$ cat src/rtl/button_cmd_arbiter_pkg.sv
// Shared definitions for the button command path: classifier state encoding
// and a width helper that never returns zero.
package button_cmd_arbiter_pkg;

  typedef enum logic [1:0] {
    ST_IDLE      = 2'd0,
    ST_PRESSED   = 2'd1,
    ST_LONG_HELD = 2'd2
  } press_state_e;

  // Command field layout as seen by consumers: {idx, long}
  function automatic int clog2_min1(input int n);
    return (n < 2) ? 1 : $clog2(n);
  endfunction

endpackage

$ cat src/rtl/button_press_classifier.sv
// Per-button short/long press classifier: edge detect, press FSM and hold counter.
// Events are registered, so they appear one cycle after the deciding sample.
module button_press_classifier
  import button_cmd_arbiter_pkg::*;
#(
  parameter int LONG_PRESS_CYCLES = 50000000,
  parameter int CNT_W             = clog2_min1(LONG_PRESS_CYCLES)
) (
  input  logic clk,
  input  logic rst_n,
  input  logic btn_i,
  input  logic enable_i,
  output logic held_o,
  output logic ev_valid_o,
  output logic ev_long_o
);

  localparam logic [CNT_W-1:0] CNT_LAST = CNT_W'(LONG_PRESS_CYCLES - 1);

  press_state_e     state_q, state_d;
  logic [CNT_W-1:0] cnt_q, cnt_d;
  logic             btn_q;
  logic             ev_valid_q, ev_valid_d;
  logic             ev_long_q, ev_long_d;
  logic             rise, fall;

  assign rise = btn_i & ~btn_q;
  assign fall = ~btn_i & btn_q;

  always_comb begin
    state_d    = state_q;
    cnt_d      = cnt_q;
    ev_valid_d = 1'b0;
    ev_long_d  = 1'b0;
    if (!enable_i) begin
      state_d = ST_IDLE;
      cnt_d   = '0;
    end else begin
      case (state_q)
        ST_IDLE: begin
          if (rise) begin
            state_d = ST_PRESSED;
            cnt_d   = '0;
          end
        end
        ST_PRESSED: begin
          if (fall) begin
            ev_valid_d = 1'b1;
            state_d    = ST_IDLE;
          end else if (btn_i && cnt_q == CNT_LAST) begin
            ev_valid_d = 1'b1;
            ev_long_d  = 1'b1;
            state_d    = ST_LONG_HELD;
          end else if (btn_i) begin
            cnt_d = cnt_q + 1'b1;
          end
        end
        ST_LONG_HELD: begin
          if (fall) state_d = ST_IDLE;
        end
        default: state_d = ST_IDLE;
      endcase
    end
  end

  // btn_q resets high so a button held through reset needs a fresh press
  always_ff @(posedge clk) begin
    if (!rst_n) begin
      state_q    <= ST_IDLE;
      cnt_q      <= '0;
      btn_q      <= 1'b1;
      ev_valid_q <= 1'b0;
      ev_long_q  <= 1'b0;
    end else begin
      state_q    <= state_d;
      cnt_q      <= cnt_d;
      btn_q      <= btn_i;
      ev_valid_q <= ev_valid_d;
      ev_long_q  <= ev_long_d;
    end
  end

  assign held_o     = (state_q == ST_PRESSED) || (state_q == ST_LONG_HELD);
  assign ev_valid_o = ev_valid_q;
  assign ev_long_o  = ev_long_q;

endmodule

$ cat src/rtl/button_cmd_arbiter.sv
// Button press classifiers feeding one-deep per-button pending slots,
// round-robin arbitrated onto a registered valid/ready command port.
module button_cmd_arbiter
  import button_cmd_arbiter_pkg::*;
#(
  parameter  int WIDTH             = 4,
  parameter  int LONG_PRESS_CYCLES = 50000000,
  localparam int IDX_W             = clog2_min1(WIDTH),
  localparam int CNT_W             = clog2_min1(LONG_PRESS_CYCLES)
) (
  input  logic             clk,
  input  logic             rst_n,
  input  logic [WIDTH-1:0] btn_in,
  input  logic             enable,
  output logic             cmd_valid,
  input  logic             cmd_ready,
  output logic [IDX_W-1:0] cmd_idx,
  output logic             cmd_long,
  output logic [WIDTH-1:0] held,
  output logic             drop
);

  logic [WIDTH-1:0] ev_valid, ev_long;

  for (genvar g = 0; g < WIDTH; g++) begin : g_cls
    button_press_classifier #(
      .LONG_PRESS_CYCLES(LONG_PRESS_CYCLES),
      .CNT_W            (CNT_W)
    ) u_cls (
      .clk       (clk),
      .rst_n     (rst_n),
      .btn_i     (btn_in[g]),
      .enable_i  (enable),
      .held_o    (held[g]),
      .ev_valid_o(ev_valid[g]),
      .ev_long_o (ev_long[g])
    );
  end

  function automatic logic [IDX_W-1:0] rr_pick(input logic [WIDTH-1:0] req,
                                                 input logic [IDX_W-1:0] ptr);
    logic [IDX_W-1:0] pick;
    logic             found;
    int               idx;
    pick  = '0;
    found = 1'b0;
    for (int k = 0; k < WIDTH; k++) begin
      idx = (int'(ptr) + k) % WIDTH;
      if (!found && req[idx]) begin
        found = 1'b1;
        pick  = IDX_W'(idx);
      end
    end
    return pick;
  endfunction

  logic [WIDTH-1:0] pend_q, pend_d, pend_long_q, pend_long_d, gnt;
  logic [IDX_W-1:0] rr_ptr_q, rr_ptr_d, winner;
  logic [IDX_W-1:0] cmd_idx_q, cmd_idx_d;
  logic             cmd_valid_q, cmd_valid_d, cmd_long_q, cmd_long_d;
  logic             drop_q, drop_d, load;

  always_comb begin
    load        = (~cmd_valid_q | cmd_ready) & (|pend_q);
    winner      = rr_pick(pend_q, rr_ptr_q);
    gnt         = load ? (WIDTH'(1) << winner) : '0;
    pend_d      = pend_q;
    pend_long_d = pend_long_q;
    drop_d      = 1'b0;
    // A slot being granted this cycle is free to take the new event
    for (int i = 0; i < WIDTH; i++) begin
      if (ev_valid[i]) begin
        if (pend_q[i] && !gnt[i]) begin
          drop_d = 1'b1;
        end else begin
          pend_d[i]      = 1'b1;
          pend_long_d[i] = ev_long[i];
        end
      end else if (gnt[i]) begin
        pend_d[i] = 1'b0;
      end
    end
    cmd_valid_d = cmd_valid_q;
    cmd_idx_d   = cmd_idx_q;
    cmd_long_d  = cmd_long_q;
    rr_ptr_d    = rr_ptr_q;
    if (load) begin
      cmd_valid_d = 1'b1;
      cmd_idx_d   = winner;
      cmd_long_d  = pend_long_q[winner];
      rr_ptr_d    = (int'(winner) == WIDTH - 1) ? '0 : winner + 1'b1;
    end else if (cmd_ready) begin
      cmd_valid_d = 1'b0;
    end
  end

  always_ff @(posedge clk) begin
    if (!rst_n) begin
      pend_q      <= '0;
      pend_long_q <= '0;
      rr_ptr_q    <= '0;
      cmd_valid_q <= 1'b0;
      cmd_idx_q   <= '0;
      cmd_long_q  <= 1'b0;
      drop_q      <= 1'b0;
    end else begin
      pend_q      <= pend_d;
      pend_long_q <= pend_long_d;
      rr_ptr_q    <= rr_ptr_d;
      cmd_valid_q <= cmd_valid_d;
      cmd_idx_q   <= cmd_idx_d;
      cmd_long_q  <= cmd_long_d;
      drop_q      <= drop_d;
    end
  end

  assign cmd_valid = cmd_valid_q;
  assign cmd_idx   = cmd_idx_q;
  assign cmd_long  = cmd_long_q;
  assign drop      = drop_q;

endmodule

$ cat config.mk
export PLATFORM = sky130hd
export DESIGN_NAME = button_cmd_arbiter
export DESIGN_NICKNAME = d
export VERILOG_FILES = /design/src/rtl/button_cmd_arbiter_pkg.sv /design/src/rtl/button_press_classifier.sv /design/src/rtl/button_cmd_arbiter.sv
export SDC_FILE = /design/constraint.sdc
export NUM_CORES = 1
export LEC_CHECK = 0
export BUFFER_PORTS_ARGS = -buffer_cell sky130_fd_sc_hd__buf_2
export CORE_MARGIN = 3
export CORE_UTILIZATION = 60
export CTS_CLUSTER_DIAMETER = 80
export DETAILED_ROUTE_END_ITERATION = 8
export HOLD_SLACK_MARGIN = 0.02
export PLACE_DENSITY_LB_ADDON = 0.15
export REMOVE_ABC_BUFFERS = 1
export SLEW_MARGIN = 0
export SYNTH_ARGS = -nofsm -noshare
export SYNTH_HDL_FRONTEND = slang
export SYNTH_SLANG_ARGS = --single-unit
$ cat constraint.sdc
create_clock -name clk -period 6.2 [get_ports clk]
set_clock_uncertainty 0.15 [all_clocks]
set_input_delay 1.24 -clock clk [delete_from_list [all_inputs] [get_ports clk]]
set_output_delay 1.24 -clock clk [all_outputs]
set_load 0.01 [all_outputs]
# After elaboration in Yosys (flattened, before gate mapping)
# Index checks and enable logic that the tools add are counted.
[totals]
inputBits = 8
elab_cells = 276
reg_bits = 139
[classes]
eq_ne = 41
bitwise = 32
addsub = 8
n_lt_le_gt_ge = 5
mux = 92
reduce_logical = 64
shifts = 1
[op_table]
columns = ["operator", "n"]
rows = [
  ["2-to-1 mux 26 bit", 16],
  ["case mux 26 bit (2 select lines)", 4],
  ["adder 26 x 1 -> 26 bit, second input constant", 4],
  ["equality test 26 bit, second input constant", 4],
  ["2-to-1 mux 2 bit", 21],
  ["2-to-1 mux 1 bit", 41],
  ["inequality test 2 bit, second input constant", 16],
  ["case mux 2 bit (3 select lines)", 4],
  ["AND reduction 3 bit", 8],
  ["AND reduction 5 bit", 4],
  ["OR reduction 4 bit", 5],
  ["inverter 1 bit", 19],
  ["AND reduction 2 bit", 9],
  ["nonzero test 2 bit", 9],
  ["inequality test 2 x 1 -> 1 bit, second input constant", 8],
  ["less-than comparator 3 x 4 -> 1 bit, second input constant", 3],
  ["inequality test 3 x 1 -> 1 bit, second input constant", 4],
  ["logical AND 1 bit", 11],
  ["binary-select mux 1 bit (select 2 bit)", 5],
  ["equality test 2 x 1 -> 1 bit, second input constant", 5],
  ["AND 1 bit", 9],
  ["equality test 2 bit, second input constant", 4],
  ["zero test 2 bit", 4],
  ["zero test 1 bit", 7],
  ["9 further kinds", 19],
]

# Depth between registers and ports, before layout
# Gate-level depths: netlist of the first run.
[depth]
word_depth = 26
mapped_depth = 10
mapped_depth_nobuf = 9

# Cells and area by module
# A second synthesis of the first run with hierarchy kept.
[unflattened]
hier_cells = 940
area_unflattened_um2 = 7712.4
[modules_own_cells]
columns = ["module", "cells_each", "n_inst", "seq_area_each_um2", "area_per_inst_um2"]
rows = [
  ["button_press_classifier", 214, 4, 620.6, 1735.4],
  ["button_cmd_arbiter", 84, 1, 300.3, 770.7],
]

# Least setup slack after synthesis of the first run
# Ideal clock, no wire load.
[synth_timing]
path_type = "input to register"
startpoint = "input port btn_in[0]"
endpoint = "register g_cls[0].u_cls.cnt_q[17]"
path_slack_ns = 3.334
path_stages = 6
n_path_buf = 2
arrival_ns = 2.645
setup_ns = 0.071
cell_sequence = "clkbuf_4 > o21ai_1 > or3_1 > clkbuf_1 > or4_1 > a21oi_1"
[synth_between]
elab_chain_cells = 4
word_cells_on_any_way = 9
cone_classes = "4 x eq/ne; 3 x bitwise; 2 x reduce/logical"
[synth_lines]
columns = ["element", "line_no", "source"]
rows = [
  ["from (decl)", "button_cmd_arbiter.sv:13", "input logic [WIDTH-1:0] btn_in,"],
  ["inverter 1 bit", "button_press_classifier.sv:28", "assign fall = ~btn_i & btn_q;"],
  ["AND 1 bit", "button_press_classifier.sv:28", ""],
  ["inequality test 2 bit (no line)", "--", ""],
  ["AND reduction 5 bit (no line) (*)", "--", ""],
  ["to (signal assigned)", "button_press_classifier.sv:76", "cnt_q <= cnt_d;"],
  ["to (decl)", "button_press_classifier.sv:21", "logic [CNT_W-1:0] cnt_q, cnt_d;"],
]
# Every way passes the cells marked *; elsewhere a longest branch is shown, timed or not.
# A chain may end at the register's enable or synchronous reset.

# Final worst setup path of the first run
[layout_timing]
startpoint = "input port btn_in[1]"
endpoint = "register g_cls[1].u_cls.cnt_q[18]"
[layout_between]
elab_chain_cells = 4
word_cells_on_any_way = 9
cone_classes = "4 x eq/ne; 3 x bitwise; 2 x reduce/logical"
[layout_lines]
columns = ["element", "line_no"]
rows = [
  ["inverter 1 bit", "button_press_classifier.sv:28"],
  ["AND 1 bit", "button_press_classifier.sv:28"],
  ["inequality test 2 bit (no line)", "--"],
  ["AND reduction 5 bit (no line) (*)", "--"],
  ["to (signal assigned)", "button_press_classifier.sv:76"],
  ["to (decl)", "button_press_classifier.sv:21"],
]
# Marks and branches as above.

==> results of run 1 <==
[kinds of logic (layout without fill, tap and decap cells)]
| family | count (synthesis) | in the layout | synth area share |
|---|---|---|---|
| buf+inv | 75 | 84 | 0.0455 |
| mux | 14 | 14 | 0.0191 |
| xor+xnor | 23 | 23 | 0.0270 |
| simple gates | 419 | 419 | 0.329 |
| flops | 139 | 139 | 0.373 |
| compound gates | 212 | 212 | 0.176 |
| fa+ha+maj | 18 | 18 | 0.0302 |
[final cells by class]
class / instances / area share
Sequential cell: 139 / 0.343
Clock inverter: 12 / 0.0151
Clock buffer: 20 / 0.0550
Tap cell: 168 / 0.0259
Multi-Input combinational cell: 686 / 0.533
Timing Repair Buffer: 20 / 0.0132
Inverter: 32 / 0.0148
[stage by stage]
step,hold WS [ps],instances,utilization
finish,298,1077,0.674
global route,331,1077,0.674
CTS,299,1076,0.673
floorplan,273,857,-
detailed placement,288,1044,0.626
global placement,285,1044,0.626
[worst min-delay path, cell delays in order, from the launching register on]
cell and delay [ps]:
dfxtp_1 290, nand2_1 50, mux2i_1 60
[power by group through the flow]
stage	combinational [W]	clock, W	sequential (W)
finish	0.0000685	0.000976	0.000900
CTS	0.0000673	0.000988	0.000900
global route	0.0000756	0.00103	0.000900
floorplan	0.0000443	0	0.000919
detailed placement	0.0000667	0	0.000919
global placement	0.0000643	0	0.000919
[layer usage]
metal  part of all wire  vias up  routed length [um]  GRT usage
li1                   -     3366                   -          -
met1               0.47     3227                7890      0.320
met2               0.47      180                7920      0.406
met4              0.012        0                 196     0.0784
met5                  0        -                   0          0
met3              0.045       20                 748     0.0567
[state kept, by name, indices dropped and copies added, names as in the netlist]
| name | count |
|---|---|
| cmd_idx | 2 |
| cmd_long | 1 |
| cmd_valid | 1 |
| drop | 1 |
| g_cls.u_cls.btn_q | 4 |
| g_cls.u_cls.cnt_q | 104 |
| g_cls.u_cls.ev_long_o | 4 |
| g_cls.u_cls.ev_valid_o | 4 |
| g_cls.u_cls.state_q | 8 |
| pend_long_q | 4 |
| pend_q | 4 |
| rr_ptr_q | 2 |
[cell usage after synthesis (all sizes together), types with 5 or more instances]
library cell | count | area, sq um
a21oi | 84 | 420
and2 | 11 | 68.8
and3 | 9 | 57.6
and4 | 16 | 146
buf | 15 | 100
clkbuf | 28 | 119
dfxtp | 139 | 2780
ha | 18 | 225
inv | 31 | 116
mux2i | 12 | 120
nand2 | 78 | 293
nand2b | 17 | 106
nand3 | 40 | 205
nand4 | 33 | 234
nand4b | 6 | 52.6
nor2 | 53 | 199
nor2b | 10 | 65.1
nor3 | 18 | 90.1
nor4 | 18 | 113
nor4b | 5 | 43.8
o211ai | 10 | 75.1
o21a | 9 | 67.6
o21ai | 40 | 200
o31ai | 33 | 248
or2 | 9 | 56.3
or3 | 35 | 220
or4 | 40 | 304
xnor2 | 17 | 149
xor2 | 6 | 52.6
[worst min-delay path by stage]
stage / from / to / slack, ps
5_1_grt: g_cls[1].u_cls.ev_long_o / pend_long_q[1] / 330
6_report: g_cls[1].u_cls.ev_long_o / pend_long_q[1] / 300
2_1_floorplan: g_cls[1].u_cls.ev_long_o / pend_long_q[1] / 270
3_3_place_gp: g_cls[2].u_cls.ev_long_o / pend_long_q[2] / 290
3_5_place_dp: g_cls[1].u_cls.ev_long_o / pend_long_q[1] / 290
4_1_cts: g_cls[2].u_cls.ev_long_o / pend_long_q[2] / 300
==> results.sh, run 1 <==
export IMPL_synth_ff_type="dfxtp_1"
export IMPL_cts_setup_buffers=0
export IMPL_drive_above_1_share=0.0869
export IMPL_cts_resized_gates=0
export IMPL_power_frac_comb=0.035
export IMPL_num_vias=6793
export IMPL_hold_buffers=0
export IMPL_critPathKind="primary input to flop"
export IMPL_drtPass1Iterations=5
export IMPL_endpoint_kind="flop"
export IMPL_power_internal_w=0.00152
export IMPL_status="finished, final reports clean"
export IMPL_dr_first_iter_drc_count=590
export IMPL_synth_cell_types=75
export IMPL_sequentialPowerShare=0.463
export IMPL_io_pins=17
export IMPL_final_area_sq_um=8120
export IMPL_multiInputGateArea_sq_um=4330
export IMPL_yosysWarnings=0
export IMPL_ys_seq_area_frac=0.373
export IMPL_area_growth_syn_to_layout_pct=8.96
export IMPL_hold_viol_final=0
export IMPL_core_area_sq_um=12100
export IMPL_worstSkewPairLatency_ps=420
export IMPL_holdPathStages=2
export IMPL_rows=40
export IMPL_max_slew_margin_rel=0.281
export IMPL_slew_violations=0
export IMPL_drt_total_wl_um=16800
export IMPL_syn_area_sq_um=7460
export IMPL_place_area_sq_um=7550
export IMPL_die_h_um=117
export IMPL_grt_total_usage=0.246
export IMPL_layout_commonest_cell="dfxtp_1"
export IMPL_synthCells=900
export IMPL_clock_path_buffers=2
export IMPL_fmax_ghz=0.328
export IMPL_syn_mean_instance_area_sq_um=8.28
export IMPL_io_buffers=16
export IMPL_worst_slack_ps=3150
export IMPL_wire_per_inst_um=15.6
export IMPL_synth_edf_count=0
export IMPL_clk_pin_slew_ps=60
export IMPL_power_leakage_nw=2.53
export IMPL_most_common_layout_cells="dfxtp_1, a21oi_1, nand2_1, nor2_1"
export IMPL_ys_ff_latch=139
export IMPL_cts_buffers=17
export IMPL_required_ps=6400
export IMPL_nets=922
export IMPL_htreeDepth=4
export IMPL_worst_pin_slew_ps=1080
export IMPL_path_delay_family="simple AND/OR/NAND/NOR gates"
export IMPL_antenna_found_initial=0
export IMPL_p_clk_frac=0.502
export IMPL_r2r_setup_slack_ps=3450
export IMPL_powerDensity_nw_per_um2=239
export IMPL_startpoint_type="primary input"
export IMPL_r2r_end="g_cls[1].u_cls.cnt_q[18]"
export IMPL_rsz0062_at_grt="false"
export IMPL_synthArstFlopShare=0
export IMPL_cp_depth=6
export IMPL_place_congestion=0.898
export IMPL_arrival_ps=3250
export IMPL_post_route_period_util=0.492
export IMPL_route_detailed_drc=0
export IMPL_grt_overflow_total=0
export IMPL_initial_utilization=0.618
export IMPL_critPathSlowestCell="and3_1"
export IMPL_viasPerCell=6.31
export IMPL_num_antenna_cells=0
export IMPL_r2r_cells=6
export IMPL_dp_hpwl_um=11400
export IMPL_crit_path_cell_trace="buf_2 > nor4b_1 > and4_1 > and3_1 > o21ai_0 > a21oi_1"
export IMPL_grt_pass1_wl_um=29000
export IMPL_cp_max_fo=36
export IMPL_max_cap_viol_count=0
export IMPL_setup_tns_ps=0
export IMPL_hold_class="flop to flop"
export IMPL_switching_share=0.220
export IMPL_setup_viol=0
export IMPL_cts_sinks=139
export IMPL_grt_max_degree=37
export IMPL_slowest_delay_ps=890
export IMPL_area_sequential_sq_um=2780
export IMPL_crit_end="g_cls[1].u_cls.cnt_q[18]"
export IMPL_power_total_w=0.00194
export IMPL_ant_nets=0
export IMPL_timing_rr_start="g_cls[1].u_cls.cnt_q[0]"
export IMPL_dieArea_sq_um=13800
export IMPL_fillers=1011
export IMPL_power_switching_w=0.000428
export IMPL_setup_worst_path_start="btn_in[1]"
export IMPL_grt_pass1_vias=6353
export IMPL_fin_crit_ps=3050
export IMPL_die_x_um=117
export IMPL_cts_tree="built"
export IMPL_path_buf_inv=1
export IMPL_root_buffer="clkbuf_16"
export IMPL_irDropWorstVdd_v=0.000230
export IMPL_pre_cts_ws_ps=2760
No activity file was read; power rests on OpenSTA's default activity.
==> run 2: changes to the inputs <==
Settings changed: ABC_AREA from default to 1.
Clock period 6.2 ns to 3.15 ns, I/O delays scaled along.
==> results.sh, run 2 <==
export IMPL_holdPathStages=2
export IMPL_cp_max_fo=14
export IMPL_wire_per_inst_um=13.5
export IMPL_fin_crit_ps=2790
export IMPL_max_cap_viol_count=0
export IMPL_grt_max_degree=47
export IMPL_syn_area_sq_um=8770
export IMPL_r2r_setup_slack_ps=360
export IMPL_worst_slack_ps=357
export IMPL_switching_share=0.247
export IMPL_die_h_um=127
export IMPL_ys_seq_area_frac=0.317
export IMPL_rsz0062_at_grt="false"
export IMPL_grt_total_usage=0.262
export IMPL_worstHoldStart="g_cls[0].u_cls.ev_long_o"
export IMPL_synthCells=1333
export IMPL_layout_commonest_cell="nand2_1"
export IMPL_arrival_ps=2960
export IMPL_drt_total_wl_um=20400
export IMPL_endpoint_kind="flop"
export IMPL_cts_buffers=17
export IMPL_viasPerCell=5.50
export IMPL_powerDensity_nw_per_um2=437
export IMPL_post_route_period_util=0.887
export IMPL_sequentialPowerShare=0.434
export IMPL_rows=43
export IMPL_dr_first_iter_drc_count=581
export IMPL_pre_cts_ws_ps=397
export IMPL_antenna_found_initial=1
export IMPL_cts_tree="built"
export IMPL_root_buffer="clkbuf_16"
export IMPL_synth_ff_type="dfxtp_1"
export IMPL_required_ps=3320
export IMPL_synth_largest_area_cell="dfxtp_1"
export IMPL_cts_setup_buffers=0
export IMPL_max_slew_margin_rel=0.538
export IMPL_place_congestion=0.919
export IMPL_io_pins=17
export IMPL_fillers=1279
export IMPL_status="finished, final reports clean"
export IMPL_hold_buffers=0
export IMPL_synth_cell_types=46
export IMPL_r2r_cells=18
export IMPL_synth_top_area_share=0.317
export IMPL_worstSkewPairLatency_ps=420
export IMPL_power_leakage_nw=3.17
export IMPL_setup_viol=0
export IMPL_clock_path_buffers=2
export IMPL_most_common_layout_cells="nand2_1, nor2_1, dfxtp_1, inv_1, a21oi_1"
export IMPL_htreeDepth=4
export IMPL_synth_edf_count=0
export IMPL_r2r_end="drop"
export IMPL_critPathKind="flop to flop"
export IMPL_synth_most_common_cell="nand2_1"
export IMPL_cts_sinks=139
export IMPL_hold_viol_final=0
export IMPL_p_clk_frac=0.494
export IMPL_initial_utilization=0.622
export IMPL_final_area_sq_um=9400
export IMPL_top_regs="g_cls.u_cls.cnt_q (104), g_cls.u_cls.state_q (8)"
export IMPL_largest_register_ffs=104
export IMPL_slew_violations=0
export IMPL_dp_hpwl_um=14300
export IMPL_route_detailed_drc=0
export IMPL_ys_ff_latch=139
export IMPL_grt_pass1_wl_um=35400
export IMPL_place_area_sq_um=8810
export IMPL_grt_pass1_vias=7582
export IMPL_worst_pin_slew_ps=692
export IMPL_area_growth_syn_to_layout_pct=7.22
export IMPL_top_register="g_cls.u_cls.cnt_q"
export IMPL_drtPass1Iterations=6
export IMPL_irDropWorstVdd_v=0.000385
export IMPL_power_switching_w=0.00101
export IMPL_ant_nets=0
export IMPL_synth_area_top_cells="dfxtp_1, nand2_1, nor2_1, a21oi_1, xor2_1"
export IMPL_fmax_ghz=0.358
export IMPL_clk_pin_slew_ps=60
export IMPL_syn_mean_instance_area_sq_um=6.58
export IMPL_hold_path_end="pend_long_q[0]"
export IMPL_drive_above_1_share=0.0927
export IMPL_io_buffers=16
export IMPL_nets=1353
export IMPL_core_area_sq_um=14100
export IMPL_die_x_um=127
export IMPL_yosysWarnings=0
export IMPL_hold_class="flop to flop"
export IMPL_cts_resized_gates=0
export IMPL_num_vias=8348
export IMPL_grt_overflow_total=0
export IMPL_synth_common_cells="nand2_1, nor2_1, dfxtp_1"
export IMPL_power_frac_comb=0.072
export IMPL_num_antenna_cells=0
export IMPL_dieArea_sq_um=16100
export IMPL_timing_rr_start="rr_ptr_q[0]"
export IMPL_hold_ws_ps=308
export IMPL_power_total_w=0.00411
export IMPL_startpoint_type="flop"
export IMPL_synthArstFlopShare=0
export IMPL_power_internal_w=0.00310
-- run 2: changes by cell type after synthesis, moves of 13 or more --
cell	previous run	this run
and4_1	13	0
nand2b_1	17	0
inv_1	30	125
nand2_2	0	17
xor2_1	6	54
nand2_1	78	360
a21oi_1	84	100
nor2_1	53	165
o31ai_1	33	0
nor3_1	18	52
nand3_1	39	87
or4_1	39	0
or3_1	34	0
-- run 2: worst max path at each step --
stage                startpoint                 endpoint  slack, ps  cells past startpoint
floorplan                enable  g_cls[3].u_cls.cnt_q[0]       -280                      6
detailed placement  rr_ptr_q[0]                     drop        400                     18
finish              rr_ptr_q[0]                     drop        360                     18
global route        rr_ptr_q[0]                     drop         60                     18
global placement    rr_ptr_q[0]                     drop        500                     18
CTS                 rr_ptr_q[0]                     drop        380                     18
-- run 2: logic make-up (layout without fill, tap and decap cells) --
family,after synthesis,in the layout,synth area share
and+or+nand+nor,765,765,0.394
buffers and inverters,185,190,0.0950
AOI/OAI and AO/OA,156,156,0.0982
DFF,139,139,0.317
xor gates and xnor gates,70,70,0.0699
adders and majority gates,18,18,0.0257
-- run 2: cell type report --
class	instances	area (sq um)	area share
Inverter	139	527	0.0560
Timing Repair Buffer	21	118	0.0125
Multi-Input combinational cell	1009	5160	0.549
Clock inverter	11	146	0.0156
Sequential cell	139	2780	0.296
Tap cell	180	225	0.0240
Clock buffer	19	443	0.0471
-- run 2: critical path, cell delays in order, from the launching register on --
cell and delay [ps]:
dfxtp_1 620, inv_2 190, nand2_1 150, nand3_2 90, nand2_2 130, inv_2 60
nand2_2 60, nand2_1 60, nand2_2 70, nand3_4 120, inv_2 80, ha_1 140
inv_1 40, o21ai_0 380, o22ai_1 130, inv_1 60, nand3_1 70, nand2_1 60
inv_1 30
-- run 2: per-layer routing --
layer  global-route usage  share of wire  vias to the layer above
met5                    0        0.00064                        -
met2                0.408           0.44                      247
li1                     -              -                     4306
met4               0.0946          0.017                        2
met1                0.362           0.48                     3758
met3               0.0484          0.058                       35
-- run 2: power groups by stage --
stage / combinational [W] / clock, W / sequential [W]
after global placement: 0.000290 / 0 / 0.00182
after global routing: 0.000334 / 0.00213 / 0.00179
after floorplan: 0.000201 / 0 / 0.00182
final: 0.000296 / 0.00203 / 0.00179
after detailed placement: 0.000294 / 0 / 0.00182
after CTS: 0.000295 / 0.00205 / 0.00179
-- run 2: stage by stage --
| stage | instances | utilization | TNS, ps |
|---|---|---|---|
| final | 1518 | 0.667 | 0 |
| after detailed placement | 1488 | 0.625 | 0 |
| after floorplan | 1287 | - | -4250 |
| after global routing | 1518 | 0.667 | 0 |
| after global placement | 1488 | 0.625 | 0 |
| after CTS | 1518 | 0.667 | 0 |
==> run 3: changes to the inputs <==
Settings changed: CORE_UTILIZATION 60 to 58.
Clock period 3.15 ns to 2.57 ns, I/O delays scaled along.
==> results.sh, run 3 (synthesized netlist as in run 2, its figures left out) <==
export IMPL_status="finished, final reports clean"
export IMPL_endpoint_kind="flop"
export IMPL_layout_commonest_cell="nand2_1"
export IMPL_cts_setup_buffers=0
export IMPL_sequentialPowerShare=0.412
export IMPL_required_ps=2740
export IMPL_cts_tree="built"
export IMPL_r2r_cells=17
export IMPL_clock_path_buffers=2
export IMPL_rows=44
export IMPL_power_frac_comb=0.073
export IMPL_power_switching_w=0.00128
export IMPL_timing_rr_start="rr_ptr_q[0]"
export IMPL_hold_viol_final=0
export IMPL_fmax_ghz=0.421
export IMPL_power_internal_w=0.00403
export IMPL_post_place_cells=1509
export IMPL_slew_violations=0
export IMPL_die_h_um=129
export IMPL_largest_register_ffs=104
export IMPL_drt_total_wl_um=20500
export IMPL_p_clk_frac=0.515
export IMPL_top_register="g_cls.u_cls.cnt_q"
export IMPL_setup_tns_ps=0
export IMPL_cp_max_fo=13
export IMPL_top_regs="g_cls.u_cls.cnt_q (104), g_cls.u_cls.state_q (8)"
export IMPL_io_pins=17
export IMPL_irDropWorstVdd_v=0.000541
export IMPL_critPathKind="flop to flop"
export IMPL_nets=1370
export IMPL_r2r_end="drop"
export IMPL_drtPass1Iterations=5
export IMPL_power_leakage_nw=3.29
export IMPL_crit_end="drop"
export IMPL_antenna_found_initial=0
export IMPL_cts_buffers=17
export IMPL_wire_per_inst_um=13.3
export IMPL_r2r_setup_slack_ps=190
export IMPL_arrival_ps=2550
export IMPL_root_buffer="clkbuf_16"
export IMPL_grt_pass1_wl_um=34900
export IMPL_grt_overflow_total=0
export IMPL_area_growth_syn_to_layout_pct=9.66
export IMPL_max_cap_viol_count=0
export IMPL_hold_buffers=0
export IMPL_cts_sinks=139
export IMPL_startpoint_type="flop"
export IMPL_dp_hpwl_um=14900
export IMPL_cts_resized_gates=0
export IMPL_htreeDepth=4
export IMPL_grt_max_degree=37
export IMPL_setup_viol=0
export IMPL_core_area_sq_um=14600
export IMPL_rsz0062_at_grt="false"
export IMPL_route_detailed_drc=0
export IMPL_initial_utilization=0.599
export IMPL_grt_pass1_vias=7526
export IMPL_io_buffers=16
export IMPL_dr_first_iter_drc_count=690
export IMPL_drive_above_1_share=0.106
export IMPL_holdPathStages=3
export IMPL_max_slew_margin_rel=0.521
export IMPL_grt_total_usage=0.253
export IMPL_fin_crit_ps=2380
export IMPL_setup_worst_path_start="rr_ptr_q[0]"
export IMPL_post_route_period_util=0.924
export IMPL_switching_share=0.241
export IMPL_clk_pin_slew_ps=60
export IMPL_viasPerCell=5.41
export IMPL_hold_class="primary input to flop"
export IMPL_worstSkewPairLatency_ps=420
export IMPL_ant_nets=0
export IMPL_most_common_layout_cells="nand2_1, nor2_1, dfxtp_1, inv_1, a21oi_1"
export IMPL_worst_pin_slew_ps=718
export IMPL_place_congestion=0.952
export IMPL_num_antenna_cells=0
export IMPL_final_cells=1540
export IMPL_die_x_um=129
export IMPL_powerDensity_nw_per_um2=552
export IMPL_num_vias=8333
export IMPL_dieArea_sq_um=16600
==> run 3: cell types whose count changed in the layout (fill, tap and decap cells not counted), sizes merged <==
| cell | before | now |
|---|---|---|
| bufinv | 3 | 5 |
| buf | 21 | 38 |
| clkbuf | 19 | 18 |
==> run 3: power groups by stage <==
stage,clock network (W),registers (W),logic (W)
floorplan,0,0.00223,0.000246
global placement,0,0.00223,0.000384
detailed placement,0,0.00223,0.000389
CTS,0.00278,0.00219,0.000390
global route,0.00286,0.00219,0.000435
finish,0.00273,0.00219,0.000390
==> run 3: layout make-up <==
class,instances,area [sq um]
Clock buffer,18,439
Clock inverter,13,218
Fill cell,1333,5030
Inverter,139,527
Multi-Input combinational cell,1009,5160
Sequential cell,139,2780
Tap cell,184,230
Timing Repair Buffer,38,258
==> run 3: routing by layer <==
| metal | share of wire | GRT usage | routed length [um] | vias to the layer above |
|---|---|---|---|---|
| li1 | - | - | - | 4332 |
| met1 | 0.48 | 0.356 | 9920 | 3742 |
| met2 | 0.44 | 0.395 | 9040 | 229 |
| met3 | 0.062 | 0.0523 | 1270 | 30 |
| met4 | 0.014 | 0.0686 | 281 | 0 |
| met5 | 0 | 0 | 0 | - |
==> run 3: per-stage QoR <==
step                      instance area [sq um]  hold WS (ps)   util  power [W]  setup slack (ps)
after floorplan                            8460           277      -    0.00248              -748
after global placement                     8960           287  0.612    0.00262               210
after detailed placement                   8960           293  0.612    0.00262               113
after CTS                                  9610           191  0.657    0.00535              81.6
after global routing                       9620           215  0.657    0.00549              12.3
final                                      9620           220  0.657    0.00531               195
==> run 3: worst min path at each step <==
| stage | from | end | slack (ps) |
|---|---|---|---|
| after CTS | btn_in[3] | g_cls[3].u_cls.btn_q | 190 |
| final | btn_in[1] | g_cls[1].u_cls.btn_q | 220 |
| after global placement | g_cls[0].u_cls.ev_long_o | pend_long_q[0] | 290 |
| after detailed placement | g_cls[0].u_cls.ev_long_o | pend_long_q[0] | 290 |
| after global routing | btn_in[3] | g_cls[3].u_cls.btn_q | 220 |
| after floorplan | g_cls[0].u_cls.ev_long_o | pend_long_q[0] | 280 |
==> run 3: worst max-delay path, stage by stage (launching register included) <==
cell and delay [ps]:
dfxtp_1 350, buf_4 200, nand2_1 70, nand2_1 110, nand2_2 90, nand2_4 90, nor2_4 50, nand3b_1 140
nand3_4 140, inv_2 80, ha_1 140, inv_1 40, o21ai_1 280, o22ai_1 120, inv_1 70, nand3_1 80
nand2_1 60, inv_1 30
